`src/rtl/deser16.sv`:
```
// deser16: serial-to-parallel receiver for the 16-bit shift-register link.
// Bits are accepted one per qualified clock, MSB-first or LSB-first. They are
// assembled into WIDTH-bit words and handed to a consumer through a one-entry
// holding register with a valid/ready handshake. Words that complete while
// the holding register is still full are dropped and flagged as overrun.
module deser16 #(
  parameter int unsigned WIDTH = 16,
  parameter int unsigned CW    = 5
) (
  input  logic             clk,
  input  logic             a_rst_n,
  input  logic             serial_in,
  input  logic             bit_valid,
  input  logic             left_right,
  input  logic             sync_clr,
  input  logic             out_ready,
  output logic [WIDTH-1:0] parallel_out,
  output logic             out_valid,
  output logic             overrun,
  output logic [CW-1:0]    bit_count
);

  // Receiver states: IDLE means no bits of the current word are held yet.
  localparam logic [0:0] IDLE  = 1'b0;
  localparam logic [0:0] SHIFT = 1'b1;

  // Count value at which the next accepted bit completes a word.
  localparam logic [CW-1:0] LAST_CNT = CW'(WIDTH - 1);

  // Registered state.
  logic [0:0]       state_q, state_d;
  logic [CW-1:0]    cnt_q,   cnt_d;
  logic [WIDTH-1:0] sr_q,    sr_d;
  logic             dir_q,   dir_d;
  logic [WIDTH-1:0] hold_q,  hold_d;
  logic             valid_q, valid_d;
  logic             ovr_q,   ovr_d;

  // Datapath helpers.
  logic             dir_eff;
  logic [WIDTH-1:0] shifted;
  logic             accept;
  logic             last_bit;
  logic             complete;
  logic             load_ok;
  logic             load;
  logic             drop;
  logic             consume;

  // Shift value and word-completion / handshake qualifiers for this edge.
  // The first bit of a word must already use the newly sampled direction,
  // so in IDLE the live left_right input selects the shift.
  always_comb begin
    dir_eff  = (state_q == IDLE) ? left_right : dir_q;
    shifted  = dir_eff ? {sr_q[WIDTH-2:0], serial_in}
                       : {serial_in, sr_q[WIDTH-1:1]};
    accept   = bit_valid && !sync_clr;
    last_bit = (state_q == SHIFT) && (cnt_q == LAST_CNT);
    complete = accept && last_bit;
    load_ok  = !valid_q || out_ready;
    load     = complete && load_ok;
    drop     = complete && !load_ok;
    consume  = valid_q && out_ready;
  end

  // Bit assembly: shift register, bit counter, latched direction, state.
  always_comb begin
    state_d = state_q;
    cnt_d   = cnt_q;
    sr_d    = sr_q;
    dir_d   = dir_q;
    if (sync_clr) begin
      state_d = IDLE;
      cnt_d   = '0;
      sr_d    = '0;
    end else if (bit_valid) begin
      sr_d = shifted;
      case (state_q)
        IDLE: begin
          dir_d   = left_right;
          cnt_d   = CW'(1);
          state_d = SHIFT;
        end
        SHIFT: begin
          if (cnt_q == LAST_CNT) begin
            cnt_d   = '0;
            state_d = IDLE;
          end else begin
            cnt_d = cnt_q + CW'(1);
          end
        end
        default: begin
          cnt_d   = '0;
          state_d = IDLE;
        end
      endcase
    end
  end

  // Holding register, valid flag and sticky overrun flag.
  // A load at the same edge as a consume keeps valid high; sync_clr only
  // touches overrun here, leaving the handshake side untouched.
  always_comb begin
    hold_d  = hold_q;
    valid_d = valid_q;
    ovr_d   = ovr_q;
    if (load) begin
      hold_d  = shifted;
      valid_d = 1'b1;
    end else if (consume) begin
      valid_d = 1'b0;
    end
    if (sync_clr) begin
      ovr_d = 1'b0;
    end else if (drop) begin
      ovr_d = 1'b1;
    end
  end

  // State registers with asynchronous active-low reset.
  always_ff @(posedge clk or negedge a_rst_n) begin
    if (!a_rst_n) begin
      state_q <= IDLE;
      cnt_q   <= '0;
      sr_q    <= '0;
      dir_q   <= 1'b0;
      hold_q  <= '0;
      valid_q <= 1'b0;
      ovr_q   <= 1'b0;
    end else begin
      state_q <= state_d;
      cnt_q   <= cnt_d;
      sr_q    <= sr_d;
      dir_q   <= dir_d;
      hold_q  <= hold_d;
      valid_q <= valid_d;
      ovr_q   <= ovr_d;
    end
  end

  // Output drive.
  always_comb begin
    parallel_out = hold_q;
    out_valid    = valid_q;
    overrun      = ovr_q;
    bit_count    = cnt_q;
  end

endmodule

```
`config.mk`:
```
export PLATFORM = sky130hd
export DESIGN_NAME = deser16
export DESIGN_NICKNAME = d
export VERILOG_FILES = /design/src/rtl/deser16.sv
export SDC_FILE = /design/constraint.sdc
export NUM_CORES = 1
export LEC_CHECK = 0
export BUFFER_PORTS_ARGS = -buffer_cell sky130_fd_sc_hd__buf_4
export CAP_MARGIN = 0
export CELL_PAD_IN_SITES_DETAIL_PLACEMENT = 0
export CELL_PAD_IN_SITES_GLOBAL_PLACEMENT = 1
export CORE_AREA = 5 5 69 71
export CTS_BUF_LIST = sky130_fd_sc_hd__clkbuf_8
export CTS_CLUSTER_DIAMETER = 150
export CTS_CLUSTER_SIZE = 10
export DETAILED_ROUTE_END_ITERATION = 16
export DIE_AREA = 0 0 74 76
export GPL_ROUTABILITY_DRIVEN = 0
export PLACE_DENSITY = 0.95
export SLEW_MARGIN = 15
export SYNTH_ARGS = -nofsm -noshare
export SYNTH_HDL_FRONTEND = slang
export SYNTH_SLANG_ARGS = --single-unit
```
`constraint.sdc`:
```
create_clock -name clk -period 2.9 [get_ports clk]
set_input_delay 0.58 -clock clk [delete_from_list [all_inputs] [get_ports clk]]
set_output_delay 0.58 -clock clk [all_outputs]
set_load 0.1 [all_outputs]
```
==> flow_summary.json, run 1 <==
{
  "crit_chain": "ha_1 > nand4b_2 > nor4b_4 > buf_4 > mux2_2",
  "top_layer": "met4",
  "cts_buffers": 5,
  "path_clk_slew_ps": 80,
  "outcome": "completed",
  "ys_seq_area_share_pct": 54.1,
  "wl_met3_um": 193,
  "grt_pass1_vias": 1317,
  "clock-root-buffer": "clkbuf_8",
  "synth_async_sr_flop_share_pct": 100,
  "cp-end-kind": "flip-flop",
  "cts_setup_buffers": 0,
  "crit_arrival_ps": 2220,
  "rows": 24,
  "ys_types": 30,
  "cp.required_ps": 3080,
  "yosys-top-cells-area": "dfrtp_1, mux2i_1, a211oi_1, nor2_1, inv_1",
  "num_io_pins": 30,
  "hold_viol_final": 0,
  "hold_buffers": 0,
  "synthAdderAreaFrac_pct": 0.660,
  "drt_iter0_markers": 47,
  "syn_area_per_cell_um2": 11.4,
  "wl_met1_mm": 1.61,
  "setup-violations-final": 0,
  "route.met2.wl_mm": 1.68,
  "synthMuxAreaShare_pct": 18.3,
  "insertion_delay_ps": 290,
  "die_w_um": 74,
  "overflow": 0,
  "relSlewSlack_pct": 65.6,
  "grt_max_degree": 42,
  "critical_path.max_fanout": 15,
  "synth_top_family_by_area": "multiplexers",
  "critical_path.top_delay_family": "simple AND/OR/NAND/NOR gates",
  "post-synth-top-count-cell": "dfrtp_1",
  "synth-edff-count": 0,
  "max_stage_delay_ps": 400,
  "synth_xor_xnor_area_share_pct": 0,
  "grt_usage_pct": 14.7,
  "yosys.area.top_type": "dfrtp_1",
  "setup_ws_ps": 861,
  "area_growth_syn_to_layout_pct": 16.8,
  "synth_warnings": 0,
  "tns_ps": 0,
  "path_buf_inv": 1,
  "port_buffers": 29,
  "drive_gt1_share_pct": 23.6,
  "routed_wl_mm": 3.55,
  "fin_crit_ps": 2040,
  "power.leakage_nw": 1.08,
  "dp_hpwl_mm": 2.44,
  "firstDrtPassIters": 4,
  "die-area_um2": 5620,
  "timing.fmax_ghz": 0.490,
  "worstSetupPathType": "flip-flop to flip-flop",
  "die_y_um": 76,
  "finalInstanceArea_um2": 2220,
  "place_area_um2": 2130,
  "power_density_nw_per_um2": 492,
  "cts-resized-gates": 0,
  "antennaDiodeCount": 0,
  "routed_via_density": 5.22,
  "vias": 1290,
  "slowest_stage": "dfrtp_1",
  "ys_ff_latch": 41,
  "synth_ff_type": "dfrtp_1",
  "cts_buffer_depth": 2,
  "synth_area_um2": 1900,
  "coreArea_um2": 4170,
  "nets": 202,
  "dp_slack_ps": 838,
  "synthSimpleGateAreaFrac_pct": 9.70,
  "startpoint_type": "flip-flop",
  "fin_skew_ps": 3.40,
  "ir_drop_v": 0.000366,
  "grt_first_pass_wirelength_mm": 6.57,
  "hold_path_class": "primary input to asynchronous set/reset pin",
  "drv_slew": 0,
  "synth_compound_area_share_pct": 9.76,
  "worst_pin_slew_ps": 516,
  "period_share_pct": 70.3,
  "initial_core_util_pct": 45.4,
  "synth_common_cells": "dfrtp_1, mux2i_1, nor2_1",
  "syn_inst": 166,
  "drc": 0,
  "synth_nets": 174,
  "clkSinkCount": 41,
  "drtAntennaViolNets": 0,
  "avgRoutedWirePerCell_um": 14.4,
  "cap_viol_max_count": 0,
  "antenna_found_initial": 0,
  "cts_tree": "built",
  "grt_setup_unrepaired": "false",
  "synth_top_area_share_pct": 54.1,
  "htree_levels": 2
}
[worst reg2reg max path, stage by stage, from the launching register on]
cell	delay [ps]
dfrtp_1	400
ha_1	240
nand4b_2	250
nor4b_4	350
buf_4	310
mux2_2	360
[registers in the layout, summed over array words and instances, names as in the netlist]
| name | cells |
|---|---|
| parallel_out | 16 |
| sr_q | 16 |
| bit_count | 5 |
| dir_q | 1 |
| out_valid | 1 |
| overrun | 1 |
| state_q | 1 |
[through the flow]
| step | instances | hold WS, ps | power, mW | util (%) |
|---|---|---|---|---|
| after floorplan | 166 | 284 | 0.715 | - |
| after global placement | 239 | 480 | 0.745 | 51.1 |
| after detailed placement | 239 | 482 | 0.748 | 51.1 |
| after CTS | 247 | 274 | 1.10 | 53.1 |
| after global routing | 247 | 285 | 1.15 | 53.1 |
| final | 247 | 260 | 1.09 | 53.1 |
[cell families (layout without fill, tap and decap cells)]
group,count (synthesis),after routing
mux,33,33
buf+inv,28,57
flops,41,41
fa+ha+maj,1,1
simple gates,36,36
compound gates,27,27
[final cells by class]
cell class | instances | area, um2
Clock buffer | 5 | 68.8
Clock inverter | 3 | 13.8
Fill cell | 372 | 1960
Inverter | 17 | 63.8
Multi-Input combinational cell | 97 | 738
Sequential cell | 41 | 1030
Tap cell | 52 | 65.1
Timing Repair Buffer | 32 | 240
[report_power, final]
group	leakage [nW]	switching (mW)	internal (mW)	total (mW)
sequential	0.482	0.0189	0.591	0.610
clock	0.0491	0.192	0.163	0.355
combinational	0.548	0.0778	0.0479	0.126
total	1.08	0.288	0.802	1.09
[layout by cell type (no fill, tap or decap)]
| cell | n |
|---|---|
| a211oi_1 | 15 |
| a21oi_1 | 5 |
| a31oi_1 | 2 |
| buf_4 | 32 |
| clkbuf_8 | 5 |
| clkinv_2 | 2 |
| dfrtp_1 | 41 |
| ha_1 | 1 |
| inv_1 | 18 |
| mux2_2 | 4 |
| mux2i_1 | 28 |
| mux2i_4 | 1 |
| nand2_1 | 3 |
| nand2b_1 | 1 |
| nand3_1 | 2 |
| nand4_1 | 2 |
| nand4b_1 | 1 |
| nand4b_2 | 1 |
| nor2_1 | 20 |
| nor2b_1 | 1 |
| nor3_1 | 2 |
| nor3b_1 | 1 |
| nor4b_4 | 1 |
| o21a_1 | 3 |
| o21ai_0 | 1 |
| o31ai_1 | 1 |
| or3_1 | 1 |
[layer usage]
metal / track usage, % / vias up
li1: - / 631
met1: 20.7 / 614
met2: 21.6 / 38
met3: 4.22 / 7
met4: 4.89 / 0
met5: 0 / -
[worst paths after layout]
path	from	depth (start not counted)	to	slack [ps]
setup / recovery	bit_count[0]	5	parallel_out[1]	860
hold / removal	a_rst_n	1	parallel_out[7]	260
setup reg to reg	bit_count[0]	5	parallel_out[1]	860
hold reg to reg	overrun	1	overrun	490
max in group asynchronous	a_rst_n	1	parallel_out[11]	2280
min in group clk	overrun	1	overrun	490
Power figures use the tool's default switching activity.
==> run 2, diff against run 1 <==
Settings changed: CORE_AREA 5 5 69 71 to 5 5 71 73, DIE_AREA 0 0 74 76 to 0 0 76 78, PLACE_DENSITY 0.95 to 0.91.
Clock period 2.9 ns to 1.96 ns, I/O delays scaled along.
==> flow_summary.json, run 2 (synthesis gave the netlist of run 1 again) <==
{
  "grt_setup_unrepaired": "false",
  "top_layer": "met4",
  "initial_core_util_pct": 44.2,
  "tns_ps": 0,
  "fin_skew_ps": 8.02,
  "die_y_um": 78,
  "whs_ps": 66.3,
  "cap_viol_max_count": 0,
  "path_clk_slew_ps": 80,
  "area_growth_syn_to_layout_pct": 22.0,
  "overflow": 0,
  "htree_levels": 2,
  "routed_via_density": 5.10,
  "dp_slack_ps": 226,
  "final_cell_mix": "dfrtp_1, buf_4, mux2i_1, nor2_1, inv_1",
  "dp_hpwl_mm": 2.48,
  "wl_met1_mm": 1.69,
  "drt_iter0_markers": 84,
  "register_area_um2": 1040,
  "cp-end-kind": "flip-flop",
  "cts_buffers": 5,
  "rows": 24,
  "worstSetupPathType": "flip-flop to flip-flop",
  "coreArea_um2": 4290,
  "grt_pass1_vias": 1318,
  "cts_setup_buffers": 0,
  "wl_met3_um": 169,
  "die_w_um": 76,
  "power.leakage_nw": 1.10,
  "hold_path_class": "primary input to asynchronous set/reset pin",
  "vias": 1274,
  "avgRoutedWirePerCell_um": 14.2,
  "routed_wl_mm": 3.54,
  "place_area_um2": 2180,
  "num_io_pins": 30,
  "hold_viol_final": 0,
  "crit_arrival_ps": 1930,
  "clkSinkCount": 41,
  "instances_no_fill": 250,
  "num-fill-cells": 369,
  "relSlewSlack_pct": 66.1,
  "antennaDiodeCount": 0,
  "nets": 205,
  "firstDrtPassIters": 4,
  "cts_buffer_depth": 2,
  "fin_crit_ps": 1730,
  "cts_tree": "built",
  "clock-root-buffer": "clkbuf_8",
  "slowest_stage": "dfrtp_4",
  "crit_chain": "ha_4 > nand4b_2 > nor4b_4 > buf_4 > mux2i_1",
  "setup-violations-final": 0,
  "drive_gt1_share_pct": 28.3,
  "max_stage_delay_ps": 440,
  "startpoint_type": "flip-flop",
  "cp.required_ps": 2170,
  "drtAntennaViolNets": 0,
  "drc": 0,
  "multi_input_area_um2": 751,
  "grt_first_pass_wirelength_mm": 6.40,
  "dpl.cell_count": 242,
  "fin_util_pct": 53.9,
  "grt_usage_pct": 13.3,
  "route.met2.wl_mm": 1.65,
  "layout_commonest_cell": "dfrtp_1",
  "power_density_nw_per_um2": 816,
  "worst_pin_slew_ps": 509,
  "finalInstanceArea_um2": 2310,
  "setup_ws_ps": 233,
  "insertion_delay_ps": 290,
  "grt_max_degree": 42,
  "drv_slew": 0,
  "period_share_pct": 88.1,
  "hold_buffers": 0,
  "power.total_mw": 1.89,
  "port_buffers": 29,
  "critical_path.max_fanout": 10,
  "cts-resized-gates": 0,
  "outcome": "completed",
  "die-area_um2": 5930,
  "antenna_found_initial": 0,
  "timing.fmax_ghz": 0.579,
  "ir_drop_v": 0.000500
}
-- run 2: worst max-delay path: cells and delay by family, from the launching register on --
family | cells | cell delay (ps)
adders and majority gates | 1 | 150
and+or+nand+nor | 2 | 540
buffers and inverters | 1 | 290
muxes | 1 | 220
DFF | 1 | 440
-- run 2: layer usage --
layer	vias up	track usage [%]
met3	4	4.51
met4	0	4.27
li1	633	-
met1	611	17.7
met2	26	20.3
met5	-	0
-- run 2: final timing paths --
| check | startpoint | endpoint | slack [ps] | depth (start not counted) |
|---|---|---|---|---|
| max in group asynchronous | a_rst_n | bit_count[1] | 1490 | 1 |
| min in group clk | out_ready | out_valid | 440 | 3 |
| min | a_rst_n | parallel_out[15] | 70 | 1 |
| max reg2reg | bit_count[0] | parallel_out[13] | 230 | 5 |
| min reg2reg | overrun | overrun | 500 | 1 |
| max | bit_count[0] | parallel_out[13] | 230 | 5 |
-- run 2: final cells by class --
cell class | count | area share [%]
sequential | 41 | 44.8
multi-input combinational | 97 | 32.4
timing repair buffer | 35 | 11.4
clock buffer | 5 | 2.97
clock inverter | 3 | 2.81
tap | 52 | 2.81
inverter | 17 | 2.76
-- run 2: where the power goes --
part,switching (mW),internal (mW)
clock,0.289,0.506
combinational,0.116,0.0745
sequential,0.0280,0.876
total,0.433,1.46
==> run 3, diff against run 2 <==
Settings changed: CORE_AREA 5 5 71 73 to 5 5 75 77, DIE_AREA 0 0 76 78 to 0 0 80 82, PLACE_DENSITY 0.91 to 0.86.
Clock period 1.96 ns to 1.48 ns, I/O delays scaled along.
==> flow_summary.json, run 3 (synthesis gave the netlist of run 1 again) <==
{
  "outcome": "finished, violations left",
  "violations": "negative setup slack",
  "worstHoldStart": "out_ready",
  "cap_viol_max_count": 0,
  "path_clk_slew_ps": 90,
  "fin_skew_ps": 5.62,
  "clock-root-buffer": "clkbuf_8",
  "cts_buffer_depth": 2,
  "drt_iter0_markers": 78,
  "drtAntennaViolNets": 0,
  "crit_chain": "ha_4 > nand4b_4 > nor4b_4 > buf_6 > buf_12 > mux2i_2",
  "routed_via_density": 4.94,
  "rr_endpoint": "parallel_out[10]",
  "initial_core_util_pct": 38.4,
  "cts_buffers": 5,
  "antenna_found_initial": 0,
  "crit_arrival_ps": 1740,
  "overflow": 0,
  "grt_first_pass_wirelength_mm": 6.83,
  "power.leakage_nw": 1.17,
  "grtUsageMet1_pct": 18.3,
  "use_met2_pct": 19.7,
  "worstSetupPathType": "flip-flop to flip-flop",
  "timing.fmax_ghz": 0.659,
  "avgRoutedWirePerCell_um": 15.3,
  "fin_crit_ps": 1520,
  "port_buffers": 29,
  "use_met3_pct": 3.95,
  "nets": 213,
  "grt_usage_pct": 13.3,
  "vias": 1364,
  "hold_path_class": "primary input to flip-flop",
  "period_share_pct": 103,
  "relSlewSlack_pct": 64.6,
  "worst_pin_slew_ps": 531,
  "startpoint_type": "flip-flop",
  "clkSinkCount": 41,
  "power_density_nw_per_um2": 946,
  "grt_max_degree": 42,
  "critical_path.max_fanout": 6,
  "drive_gt1_share_pct": 44.7,
  "grt_busiest_layer": "met2",
  "grt_pass1_vias": 1383,
  "slowest_stage": "dfrtp_4",
  "setup_ws_ps": -37.9,
  "r2r_start": "bit_count[1]",
  "htree_levels": 2,
  "hold_depth": 3,
  "area_growth_syn_to_layout_pct": 42.0,
  "firstDrtPassIters": 4,
  "max_stage_delay_ps": 430,
  "num-fill-cells": 419,
  "hold_viol_final": 0,
  "grt_setup_unrepaired": "true",
  "drc": 0,
  "dp_slack_ps": -38.2,
  "antennaDiodeCount": 0,
  "cp-end-kind": "flip-flop",
  "reg2regPathDepth": 6,
  "cts_setup_buffers": 0,
  "cp.required_ps": 1700,
  "hold_end": "out_valid",
  "routed_wl_mm": 4.22,
  "final_cell_mix": "buf_4, dfrtp_1, nor2_1, inv_1",
  "insertion_delay_ps": 300,
  "fin_util_pct": 54.5,
  "rows": 26,
  "die_y_um": 82,
  "die_w_um": 80,
  "num_io_pins": 30,
  "layout_commonest_cell": "buf_4",
  "setup-violations-final": 18,
  "dp_hpwl_mm": 2.61,
  "ir_drop_v": 0.000625,
  "cts_tree": "built",
  "drv_slew": 0,
  "reg2reg_slack_ps": -40,
  "coreArea_um2": 4940,
  "die-area_um2": 6560
}
==> run 3: what timing repair did <==
| action | 4_1_cts | 5_1_grt |
|---|---|---|
| pin swaps | 0 | 12 |
| hold buffers | 1 | 0 |
| endpoints found under the hold margin | 41 | 0 |
| resized for setup | 6 | 37 |
| cloned | 0 | 1 |
| endpoints found under the setup margin | 17 | 32 |
==> run 3: layout make-up <==
cell class | instances | area (um2) | area share (%)
sequential | 41 | 1040 | 38.6
multi-input combinational | 97 | 996 | 37.0
timing repair buffer | 43 | 392 | 14.5
tap | 70 | 87.6 | 3.25
clock buffer | 5 | 68.8 | 2.55
inverter | 17 | 63.8 | 2.37
clock inverter | 3 | 46.3 | 1.72
==> run 3: metal layers <==
layer  wire length (um)  share of wire (%)
met1               1910                 45
met5                  0                  0
met2               2040                 48
met4                 69                1.6
met3                206                4.9
==> run 3: power by group <==
group / internal [mW] / switching, mW
combinational: 0.202 / 0.213
clock: 0.505 / 0.414
sequential: 1.16 / 0.0568
total: 1.87 / 0.684
==> run 3: worst max path at each step <==
stage	start	end	slack (ps)	cells after the start
2_1_floorplan	bit_count[1]	parallel_out[0]	-330	5
3_3_place_gp	bit_count[1]	parallel_out[1]	5	5
3_5_place_dp	bit_count[1]	parallel_out[7]	-40	6
4_1_cts	bit_count[1]	parallel_out[10]	-40	6
5_1_grt	bit_count[1]	parallel_out[2]	-130	6
6_report	bit_count[1]	parallel_out[10]	-40	6
==> run 3: stage by stage <==
stage	hold WS, ps	total power [mW]	cells	area, um2	TNS [ps]
final	315	2.55	276	2690	-272
after global routing	351	2.65	276	2690	-2240
after CTS	311	2.44	275	2460	-118
after detailed placement	315	1.50	266	2310	-79.2
after global placement	311	1.49	266	2310	0
after floorplan	0.409	1.41	166	1950	-4480
==> run 3: worst max-delay path, delay by kind of cell (launching register included) <==
family,cells,cell delay (ps)
DFF,1,430
and+or+nand+nor,2,340
buffers and inverters,2,290
muxes,1,220
adders and majority gates,1,150
